File: config.mk
export PLATFORM = sky130hd
export DESIGN_NAME = pipe_ctrl
export DESIGN_NICKNAME = d
export VERILOG_FILES = /design/src/rtl/pipe_pkg.sv /design/src/rtl/pipe_ctrl_decode.sv /design/src/rtl/pipe_ctrl.sv
export SDC_FILE = /design/constraint.sdc
export NUM_CORES = 1
export LEC_CHECK = 0
export CAP_MARGIN = 20
export CORE_ASPECT_RATIO = 0.75
export CORE_MARGIN = 1.5
export CORE_UTILIZATION = 47
export DETAILED_ROUTE_END_ITERATION = 16
export GPL_TIMING_DRIVEN = 0
export HOLD_SLACK_MARGIN = 0.02
export PLACE_DENSITY = 0.83
export SLEW_MARGIN = 20
export SYNTH_ARGS = -nofsm -noshare
export SYNTH_HDL_FRONTEND = slang
export SYNTH_HIERARCHICAL = 1
export SYNTH_SLANG_ARGS = --single-unit
File: constraint.sdc
create_clock -name CLK -period 2.8 [get_ports CLK]
set_input_delay 0.7 -clock CLK [delete_from_list [all_inputs] [get_ports CLK]]
set_output_delay 0.7 -clock CLK [all_outputs]
set_load 0.01 [all_outputs]
File: src/rtl/pipe_pkg.sv
// Shared encodings for the EX/WB pipeline controller: instruction field
// positions, opcode classes, ALU function codes, branch sub-ops and the
// decoded-instruction record.
package pipe_pkg;

  localparam int IR_W = 16;
  localparam int RA_W = 3;

  // Instruction field bit positions.
  localparam int CLS_HI = 15;
  localparam int CLS_LO = 14;
  localparam int RD_HI  = 13;
  localparam int RD_LO  = 11;
  localparam int RS_HI  = 10;
  localparam int RS_LO  = 8;
  localparam int RT_HI  = 7;
  localparam int RT_LO  = 5;
  localparam int FN_HI  = 4;
  localparam int FN_LO  = 0;

  // Opcode class in ir[15:14].
  typedef enum logic [1:0] {
    CLS_R    = 2'b00,
    CLS_LI   = 2'b01,
    CLS_BR   = 2'b10,
    CLS_ADDI = 2'b11
  } op_cls_e;

  // R-type function codes the ALU implements.
  localparam logic [4:0] FN_ADD = 5'b00010;
  localparam logic [4:0] FN_CMP = 5'b00100;
  localparam logic [4:0] FN_MLT = 5'b00101;

  // Branch sub-op carried in the rd field of a class-10 instruction.
  localparam logic [RA_W-1:0] BR_OP_B   = 3'b000;
  localparam logic [RA_W-1:0] BR_OP_BNZ = 3'b001;
  localparam logic [RA_W-1:0] BR_OP_BZ  = 3'b010;

  typedef enum logic [1:0] {
    BR_NONE,
    BR_ALWAYS,
    BR_NZ,
    BR_Z
  } br_kind_e;

  // Bubble encoding: matches no ALU case, so the ALU result register holds.
  localparam logic [IR_W-1:0] NOP_ENC = 16'h0000;

  typedef struct packed {
    logic            writes_rd;
    logic [RA_W-1:0] rd;
    logic [RA_W-1:0] rs;
    logic [RA_W-1:0] rt;
    logic            uses_rs;
    logic            uses_rt;
    logic            is_branch;
    br_kind_e        br_kind;
  } dec_t;

  // Branch outcome given the kind and the operand-1 value seen in EX.
  function automatic logic br_taken(input br_kind_e kind,
                                    input logic [IR_W-1:0] sr1);
    logic taken;
    case (kind)
      BR_ALWAYS: taken = 1'b1;
      BR_NZ:     taken = (sr1 != '0);
      BR_Z:      taken = (sr1 == '0);
      default:   taken = 1'b0;
    endcase
    return taken;
  endfunction

endpackage

File: src/rtl/pipe_ctrl_decode.sv
// Combinational instruction decoder: register usage and branch kind.
// One copy each for the ID, EX and WB instructions.
module instr_decode
  import pipe_pkg::*;
(
  input  logic [IR_W-1:0] ir,
  output dec_t            dec
);

  // Classify the instruction and report which registers it reads/writes.
  always_comb begin
    // NOTE: every field gets a default before the case so no path leaves
    // a field unassigned, which would otherwise infer a latch.
    dec           = '0;
    dec.rd        = ir[RD_HI:RD_LO];
    dec.rs        = ir[RS_HI:RS_LO];
    dec.rt        = ir[RT_HI:RT_LO];
    dec.br_kind   = BR_NONE;
    case (op_cls_e'(ir[CLS_HI:CLS_LO]))
      CLS_ADDI: begin
        dec.writes_rd = 1'b1;
        dec.uses_rs   = 1'b1;
      end
      CLS_R: begin
        if (ir[FN_HI:FN_LO] == FN_ADD || ir[FN_HI:FN_LO] == FN_CMP ||
            ir[FN_HI:FN_LO] == FN_MLT) begin
          dec.writes_rd = 1'b1;
          dec.uses_rs   = 1'b1;
          dec.uses_rt   = 1'b1;
        end
      end
      CLS_LI: begin
        // LI needs the rs field to be zero; anything else is a NOP.
        if (ir[RS_HI:RS_LO] == '0) dec.writes_rd = 1'b1;
      end
      CLS_BR: begin
        case (ir[RD_HI:RD_LO])
          BR_OP_B: begin
            if (ir[RS_HI:RS_LO] == '0) dec.br_kind = BR_ALWAYS;
          end
          BR_OP_BNZ: begin
            dec.br_kind = BR_NZ;
            dec.uses_rs = 1'b1;
          end
          BR_OP_BZ: begin
            dec.br_kind = BR_Z;
            dec.uses_rs = 1'b1;
          end
          default: ;
        endcase
      end
      default: ;
    endcase
    dec.is_branch = (dec.br_kind != BR_NONE);
  end

endmodule

File: src/rtl/pipe_ctrl.sv
// EX/WB sequencing controller: issues ID instructions to the ALU, stalls on
// RAW hazards, selects forwarding, resolves branches in WB and drives
// register-file writeback plus a retired-instruction counter.
module pipe_ctrl
  import pipe_pkg::*;
#(
  parameter int              CNT_W  = 16,
  parameter logic [IR_W-1:0] NOP_IR = NOP_ENC
) (
  input  logic             CLK,
  input  logic             RSTN,
  input  logic [IR_W-1:0]  id_ir,
  input  logic             id_valid,
  input  logic [IR_W-1:0]  ex_sr1,
  output logic [IR_W-1:0]  ex_ir,
  output logic             pc_en,
  output logic             id_en,
  output logic             id_flush,
  output logic             fwd_sr1,
  output logic             fwd_sr2,
  output logic             wb_we,
  output logic [RA_W-1:0]  wb_addr,
  output logic             pc_load,
  output logic [CNT_W-1:0] retired
);

  logic            ex_valid;
  logic [IR_W-1:0] wb_ir;
  logic            wb_valid;
  logic            wb_taken;

  dec_t id_dec;
  dec_t ex_dec;
  dec_t wb_dec;

  logic raw_hit;
  logic flush;
  logic stall;
  logic issue;
  logic ex_live;
  logic ex_taken;

  instr_decode u_id_dec (.ir(id_ir), .dec(id_dec));
  instr_decode u_ex_dec (.ir(ex_ir), .dec(ex_dec));
  instr_decode u_wb_dec (.ir(wb_ir), .dec(wb_dec));

  // Hazard, flush and branch-resolution decisions for this cycle.
  always_comb begin
    // The EX result is only in the ALU register at the end of EX, so a
    // dependent ID instruction must wait one cycle.
    raw_hit  = id_valid && ex_valid && ex_dec.writes_rd &&
               ((id_dec.uses_rs && (id_dec.rs == ex_dec.rd)) ||
                (id_dec.uses_rt && (id_dec.rt == ex_dec.rd)));
    // A taken branch in WB kills the wrong-path instructions in EX and ID,
    // so it wins over any stall.
    flush    = wb_taken;
    stall    = raw_hit && !flush;
    issue    = !stall && !flush;
    ex_live  = ex_valid && !flush;
    ex_taken = ex_dec.is_branch && br_taken(ex_dec.br_kind, ex_sr1);
  end

  // Control, forwarding and writeback outputs.
  always_comb begin
    pc_en    = !stall;
    id_en    = !stall;
    id_flush = flush;
    pc_load  = flush;
    fwd_sr1  = !flush && wb_valid && wb_dec.writes_rd && (wb_dec.rd == id_dec.rs);
    fwd_sr2  = !flush && wb_valid && wb_dec.writes_rd && (wb_dec.rd == id_dec.rt);
    wb_we    = wb_valid && wb_dec.writes_rd;
    wb_addr  = wb_valid ? wb_dec.rd : '0;
  end

  // EX and WB slot registers and the retired counter.
  always_ff @(posedge CLK) begin
    // NOTE: state updates use non-blocking assignments so every register
    // samples pre-edge values, matching the hardware's simultaneous update.
    if (!RSTN) begin
      ex_ir    <= NOP_IR;
      ex_valid <= 1'b0;
      wb_ir    <= NOP_IR;
      wb_valid <= 1'b0;
      wb_taken <= 1'b0;
      retired  <= '0;
    end else begin
      if (issue) begin
        ex_ir    <= id_ir;
        ex_valid <= id_valid;
      end else begin
        ex_ir    <= NOP_IR;
        ex_valid <= 1'b0;
      end
      wb_ir    <= ex_ir;
      wb_valid <= ex_live;
      wb_taken <= ex_live && ex_taken;
      if (wb_valid) retired <= retired + CNT_W'(1);
    end
  end

endmodule

==> results.py <==
metrics = {
    "cts": {
        "cts_inserted_buffers": 5,
        "cts_sinks": 48,
        "clock_path_buffers": 2,
        "path_clk_slew_ps": 80,
        "cts_hold_buffers": 0,
        "cts-root-buf": "clkbuf_8",
        "clk_latency_ps": 300,
        "cts_tree": "yes",
        "cts.htree.levels": 2,
    },
    "synthesis": {
        "syn-instance-count": 244,
        "synth_area_um2": 2190,
        "ys.warnings.count": 6,
        "post_synth.cell_area_avg_um2": 8.98,
        "syn_nets": 280,
    },
    "sta": {
        "timing.final.crit_share": 0.996,
        "report.final.slew_viol_count": 0,
        "worst_slack_ps": 12.3,
        "finalSetupViolations": 0,
        "fmaxAchievable_mhz": 359,
        "maxSlewHeadroom": 0.704,
        "worst_pin_slew_ps": 441,
        "min_period_ps": 2790,
        "skew_ps": 4.39,
        "rsz0062_at_grt": "true",
        "hold_viol_final": 0,
        "fin_hold_ws_ps": 479,
    },
    "place": {
        "numPlacedInstances": 377,
        "place_ws_ps": -961,
        "port_buffers": 76,
        "dp_hpwl_mm": 3.86,
        "place_congestion": 0.777,
    },
    "floorplan": {
        "core_um2": 4470,
        "num_rows": 21,
        "die_x_um": 81.9,
        "initial_core_util": 0.491,
        "die_h_um": 62.1,
        "ios": 77,
        "dieArea_um2": 5090,
    },
    "global_routing": {
        "grt_max_degree": 15,
        "grt_overflow": 0,
        "grt_pass1_wl_mm": 8.55,
        "antenna_found_initial": 0,
        "track_usage": 0.218,
        "grt_pass1_vias": 1773,
    },
    "route": {
        "drtAntennaViolNets": 0,
        "dr.pass1.iters": 4,
        "wl_per_cell_um": 13.4,
        "drc": 0,
        "wirelength_mm": 5.18,
        "via_count": 1883,
        "dr.first_iter.drc_count": 116,
        "viasPerCell": 4.87,
    },
    "setup_path": {
        "crit_top_cell": "buf_4",
        "path_delay_family": "buffers and inverters",
        "critPathSlowestCell": "nor4_4",
        "path_cells": "clkbuf_2, nor4_4, o21ai_2, buf_4, inv_1, nand4_1, a21oi_4, nand2b_1, buf_4, buf_6",
        "reg2reg_from": "ex_ir[10]",
        "crit_path_start_kind": "primary input",
        "slowest_delay_ps": 290,
        "worstPathMaxFanout": 3,
        "cp_num_buf_inv": 5,
        "crit_start": "id_ir[14]",
        "critPathCaptureType": "output port",
        "worstPathRequired_ps": 2100,
        "arrival_ps": 2090,
        "path_class": "in -> out",
    },
    "final_layout": {
        "drive_gt1_frac": 0.176,
        "layout_common_cells": "56 x clkdlybuf4s50_1, 48 x dfxtp_1, 30 x nand2_1, 27 x and2_1, 19 x nor2_1",
        "final_common_cell": "clkdlybuf4s50_1",
        "n_antenna_cell": 0,
        "area_growth_pct": 45.4,
        "final_cells": 387,
        "nets": 366,
    },
    "power": {
        "power_density_nw_per_um2": 408,
        "vdd_drop_max_mv": 0.290,
        "p_leak_uw": 0.00136,
    },
    "hold_path": {
        "hold_start": "retired[15]",
        "min_path_type": "reg -> reg",
    },
    "outcome": {
        "status": "completed",
    },
    "flow_run": {
        "drv_cap": 0,
    },
}
-- layout make-up --
type                       instances  area (um2)
sequential                        48         961
timing repair buffer              79         749
buffer                            21         150
fill                             352        1280
clock inverter                     2        12.5
clock buffer                       5        68.8
tap                               57        71.3
inverter                           7        26.3
multi-input combinational        168        1150
-- worst paths after layout --
path,to,slack (ps),cells after the start
setup / recovery,pc_en,10,10
hold / removal,retired[15],480,2
setup reg to reg,ex_ir[13],880,9
hold reg to reg,retired[15],480,2
-- state kept, by name, indices dropped and copies added, names as in the netlist --
| signal | count |
|---|---|
| retired | 16 |
| wb_ir | 13 |
| ex_valid | 1 |
| wb_valid | 1 |
| ex_ir | 16 |
| id_flush | 1 |
-- routing by layer --
metal / global-route usage / wire length, um / part of all wire
met3: 0.0618 / 252 / 0.049
met4: 0.0530 / 56 / 0.011
met2: 0.328 / 2380 / 0.46
met5: 0 / 0 / 0
met1: 0.306 / 2490 / 0.48
-- worst register-to-register path: cells and delay by family (launching register included) --
kind,cells,cell delay (ps)
AND/OR/NAND/NOR,4,710
buffers and inverters,3,500
flip-flops,1,340
AO/OA/AOI/OAI,2,280
-- timing repair --
action	CTS	global route
resized for setup	36	25
hold endpoints to repair	0	0
setup endpoints to repair	4	3
pin swaps	5	7
setup buffers	2	1
-- power breakdown --
group          leakage, uW  switching (uW)  internal [uW]
logic             0.000931            77.3            108
clock network    0.0000400             224            169
registers         0.000394            17.2            704
-- metrics by stage --
step / power (uW) / utilization / TNS (ps) / instance area [um2]
floorplan: 816 / - / 0 / 2190
finish: 1300 / 0.714 / 0 / 3190
detailed placement: 916 / 0.677 / -2410 / 3020
CTS: 1300 / 0.700 / -20.0 / 3130
global route: 1370 / 0.714 / -46.9 / 3190
global placement: 912 / 0.677 / -2170 / 3020
(Power assumes the default switching activity.)
==> RTL change 1 (same flow settings) <==
Register the output `id_flush`, with the module's reset; this adds one clock of latency there. The other outputs are not delayed to match.
--- a/src/rtl/pipe_ctrl.sv
+++ b/src/rtl/pipe_ctrl.sv
@@ -25,2 +25,4 @@
 );
+
+  logic id_flush_d;
 
@@ -66,3 +68,3 @@
     id_en    = !stall;
-    id_flush = flush;
+    id_flush_d = flush;
     pc_load  = flush;
@@ -100,2 +102,10 @@
 
+  always_ff @(posedge CLK) begin
+    if (!RSTN) begin
+      id_flush <= '0;
+    end else begin
+      id_flush <= id_flush_d;
+    end
+  end
+
 endmodule
Formal check against the unedited RTL: not equivalent (Yosys sat finds a counterexample within 4 cycles, from zero or initial values and one cycle with RSTN low).
==> RTL change 1 against the unedited design <==
  * Sequential cell count grew 1
  * Fmax grew 3.9%
  * Critical path depth shrank 1
  * First-iteration DRC count shrank 34%
  * Area after synthesis grew 1.1%
  * Final area is essentially flat
  * Setup slack gained 0.11 ns
  * Routed wire length grew 4.4%
  * Power grew 2.8%
  * Sequential share of layout area grew 0.64 points
  * Non-clock buffer count shrank 3
==> RTL change 1: results (changes against the unedited design) <==
* Vias at 1891 (+0.42%)
* Worst-path fanout max at 2 (-1)
* Met3 GRT Util at 8.18% (+2.0 points)
* Yosys Warn Count at 6 (unchanged)
* Int Pwr at 0.00100 W (+2.1%)
* Post-Syn Instances at 246 (+0.82%)
* Peak VDD IR at 236 µV (-18%)
* Reg-to-Reg End: ex_ir[14]
* Antenna diodes at 0 (unchanged)
* Reg2Reg Depth at 8 (-1)
* Clock-pin slew on the worst setup and hold paths at 0.08 ns (about the same)
* Comb power frac at 13.9% (-0.4 points)
* GR Util met2 at 33.8% (+1.1 points)
* Worst EP arrival at 1.98 ns (-0.11 ns)
* Drt total wl at 5410 µm (+4.4%)
* Outcome: complete, no violations
* Met3 WL at 342 µm (+36%)
* Switching power of the nets at 0.000334 W (+4.8%)
* Largest net degree at the start of global routing at 16 (+1)
* Rel. slew slack at 73.5% (+3.2 points)
* CTS resizes at 23 (-36%)
* Static Leak at 1.37 nW (about the same)
* Min Hold Slack at 0.476 ns (-0.00338 ns)
* Pre-CTS WS at -0.910 ns (+0.0502 ns)
* Worst R2R Setup Slack at 1.02 ns (+0.14 ns)
* Fin Clk Skew at 0.00820 ns (+0.00381 ns)
* DR WL met2 at 2420 µm (+1.7%)
* Layout Nets at 365 (-0.27%)
* First-pass GRT wire length at 8710 µm (+1.9%)
* Placed insts at 378 (+0.27%)
* GPL Wtd Cong at 0.825 (+6.2%)
* Net Count, Synth at 282 (+0.71%)
* Sequential power share at 55.1% (-0.4 points)
* Final std cells w/o fill at 387 (unchanged)
* DP HPWL at 4040 µm (+4.8%)
* Iteration-0 DRC Markers at 77 (-34%)
* DRT met1 WL at 2580 µm (+3.6%)
* Area after DPL at 0.00304 mm² (+0.46%)
* Total global-route track usage at 22.1% (+0.32 points)
* Met1 Use GR at 29.5% (-1.2 points)
* Layout cells sized above 1 at 16.7% (-0.91 points)
* Number of buffers inserted by port buffering at 75 (-1.3%)
==> RTL change 1: worst max-delay path: stages <==
cell	delay, ns
clkbuf_2	0.10
nor4_2	0.29
o21ai_2	0.11
buf_4	0.14
inv_1	0.05
nand4_1	0.15
a21oi_4	0.20
nand2b_1	0.10
buf_2	0.15
==> RTL change 1: how the worst max path moves through the flow <==
stage,slack (ns),end,startpoint,cells past startpoint
after floorplan,0.20,pc_en,id_ir[4],7
after global placement,-0.93,pc_en,id_ir[15],9
after detailed placement,-0.91,pc_en,id_ir[15],9
after CTS,-0.09,pc_en,id_ir[4],9
after global routing,0.03,fwd_sr2,wb_ir[4],7
final,0.12,id_en,id_ir[3],9
==> RTL change 1: layout make-up <==
| type | instances | area (µm²) |
|---|---|---|
| tap | 57 | 71.3 |
| timing repair buffer | 77 | 743 |
| clock buffer | 6 | 72.6 |
| buffer | 20 | 144 |
| clock inverter | 2 | 15.0 |
| sequential | 49 | 981 |
| fill | 348 | 1310 |
| multi-input combinational | 169 | 1130 |
| inverter | 7 | 26.3 |
==> RTL change 2 (config.mk and constraints unchanged) <==
Without the edit above. Change the parameter `CNT_W` from 16 to 32.
--- a/src/rtl/pipe_ctrl.sv
+++ b/src/rtl/pipe_ctrl.sv
@@ -6,3 +6,3 @@
 #(
-  parameter int              CNT_W  = 16,
+  parameter int              CNT_W  = 32,
   parameter logic [IR_W-1:0] NOP_IR = NOP_ENC
Ports: changed (resized retired); port bits go from 77 to 93. The function was not compared with the original's and may differ.
==> RTL change 2 against the unedited design <==
  * Sequential cell count up 16
  * Die area up 31%
  * Critical path type unchanged
  * Setup slack better by 0.071 ns
  * Routed wire length up 53%
  * First-iteration DRC count up 27%
  * Power up 50%
  * Highest routed layer unchanged
  * Final area up 31%
  * Count of clock-buffer cells in the layout up 6
  * Area after synthesis up 33%
==> RTL change 2: results (changes against the unedited design) <==
* Layout cells sized above 1 at 14.8% (-2.7 points)
* RR Startpoint: retired[0]
* Largest regs: retired (32), ex_ir (16), wb_ir (13)
* Hold endpoint: wb_valid
* Cts bufs inserted at 9 (+4)
* Largest net degree at the start of global routing at 12 (-3)
* Slowest cell on crit path: nor4_4
* Peak VDD IR at 381 µV (+31%)
* Reg2Reg Depth at 7 (-2)
* Hold Startpoint: ex_valid
* Min Hold Slack at 0.451 ns (-0.0278 ns)
* Clock-pin slew on the worst setup and hold paths at 0.07 ns
* Pre-CTS WS at -1.01 ns (-0.0494 ns)
* Number of buffers inserted by port buffering at 92 (+21%)
* P_clk at 0.000810 W (+110%)
* Average routed wire per standard cell at 15.6 µm (+16%)
* Fin Clk Skew at 0.00996 ns (+0.00558 ns)
* DP HPWL at 5790 µm (+50%)
* Drt first pass iters at 5 (+1)
* Fmax achieved at 0.368 GHz (+2.6%)
* Layout Nets at 462 (+26%)
* Total global-route track usage at 25.2% (+3.4 points)
* Static Leak at 1.52 nW (+12%)
* Layout filler cell count at 476 (+35%)
* Iteration-0 DRC Markers at 147 (+27%)
* Worst R2R Setup Slack at 0.41 ns (-0.47 ns)
* Worst path max stage delay at 0.27 ns (-0.02 ns)
* H-tree levels at 3 (+1)
* Routed vias/inst at 5.35 (+9.9%)
* Clock latency at the later pin of the worst-skew pair at 0.33 ns (+0.03 ns)
* Post-Syn Instances at 322 (+32%)
* Slew @ Worst Pin at 0.522 ns (+0.0811 ns)
* Critical path origin: id_ir[14]
* First-pass GRT wire length at 13100 µm (+53%)
* Reg-to-Reg End: retired[24]
* Worst EP arrival at 2.02 ns (-0.07 ns)
* Placed insts at 492 (+31%)
* Int Pwr at 0.00150 W (+52%)
* Net Count, Synth at 358 (+28%)
* GPL Wtd Cong at 0.950 (+22%)
* Vias at 2721 (+45%)
* Outcome: complete, no violations
-- RTL change 2: timing repair --
| action | 4_1_cts | 5_1_grt |
|---|---|---|
| hold endpoints to repair | 0 | 0 |
| resized for setup | 28 | 38 |
| endpoints found under the setup margin | 4 | 4 |
| setup buffers | 1 | 0 |
| pin swaps | 6 | 8 |
-- RTL change 2: per-stage QoR --
stage	area, µm²	TNS, ns	power [W]
after floorplan	2910	0	0.00105
after global placement	3920	-4.05	0.00115
after detailed placement	3920	-4.40	0.00115
after CTS	4140	-0.0543	0.00195
after global routing	4190	-0.0189	0.00202
final	4190	0	0.00195
-- RTL change 2: routing by layer --
layer | vias to the layer above | global-route usage (%) | share of wire (%) | routed length, µm
li1 | 1345 | - | - | -
met1 | 1309 | 35.0 | 50 | 3940
met2 | 61 | 39.3 | 46 | 3670
met3 | 6 | 5.81 | 3.1 | 246
met4 | 0 | 6.97 | 0.91 | 72
met5 | - | 0 | 0 | 0
-- RTL change 2: cell type report --
| type | count | area (µm²) | area share [%] |
|---|---|---|---|
| multi-input cells | 217 | 1480 | 35.4 |
| flip-flops and latches | 64 | 1280 | 30.6 |
| repair buffers | 93 | 895 | 21.3 |
| plain buffers | 29 | 181 | 4.33 |
| clock buffers | 11 | 151 | 3.61 |
| well taps | 78 | 97.6 | 2.33 |
| clock inverters | 5 | 55.1 | 1.31 |
| inverters | 12 | 45.0 | 1.07 |
-- RTL change 2: worst max-delay path, delay by kind of cell --
family	cells	cell delay (ns)
AO/OA/AOI/OAI	3	0.39
AND/OR/NAND/NOR	3	0.55
buffers and inverters	3	0.37
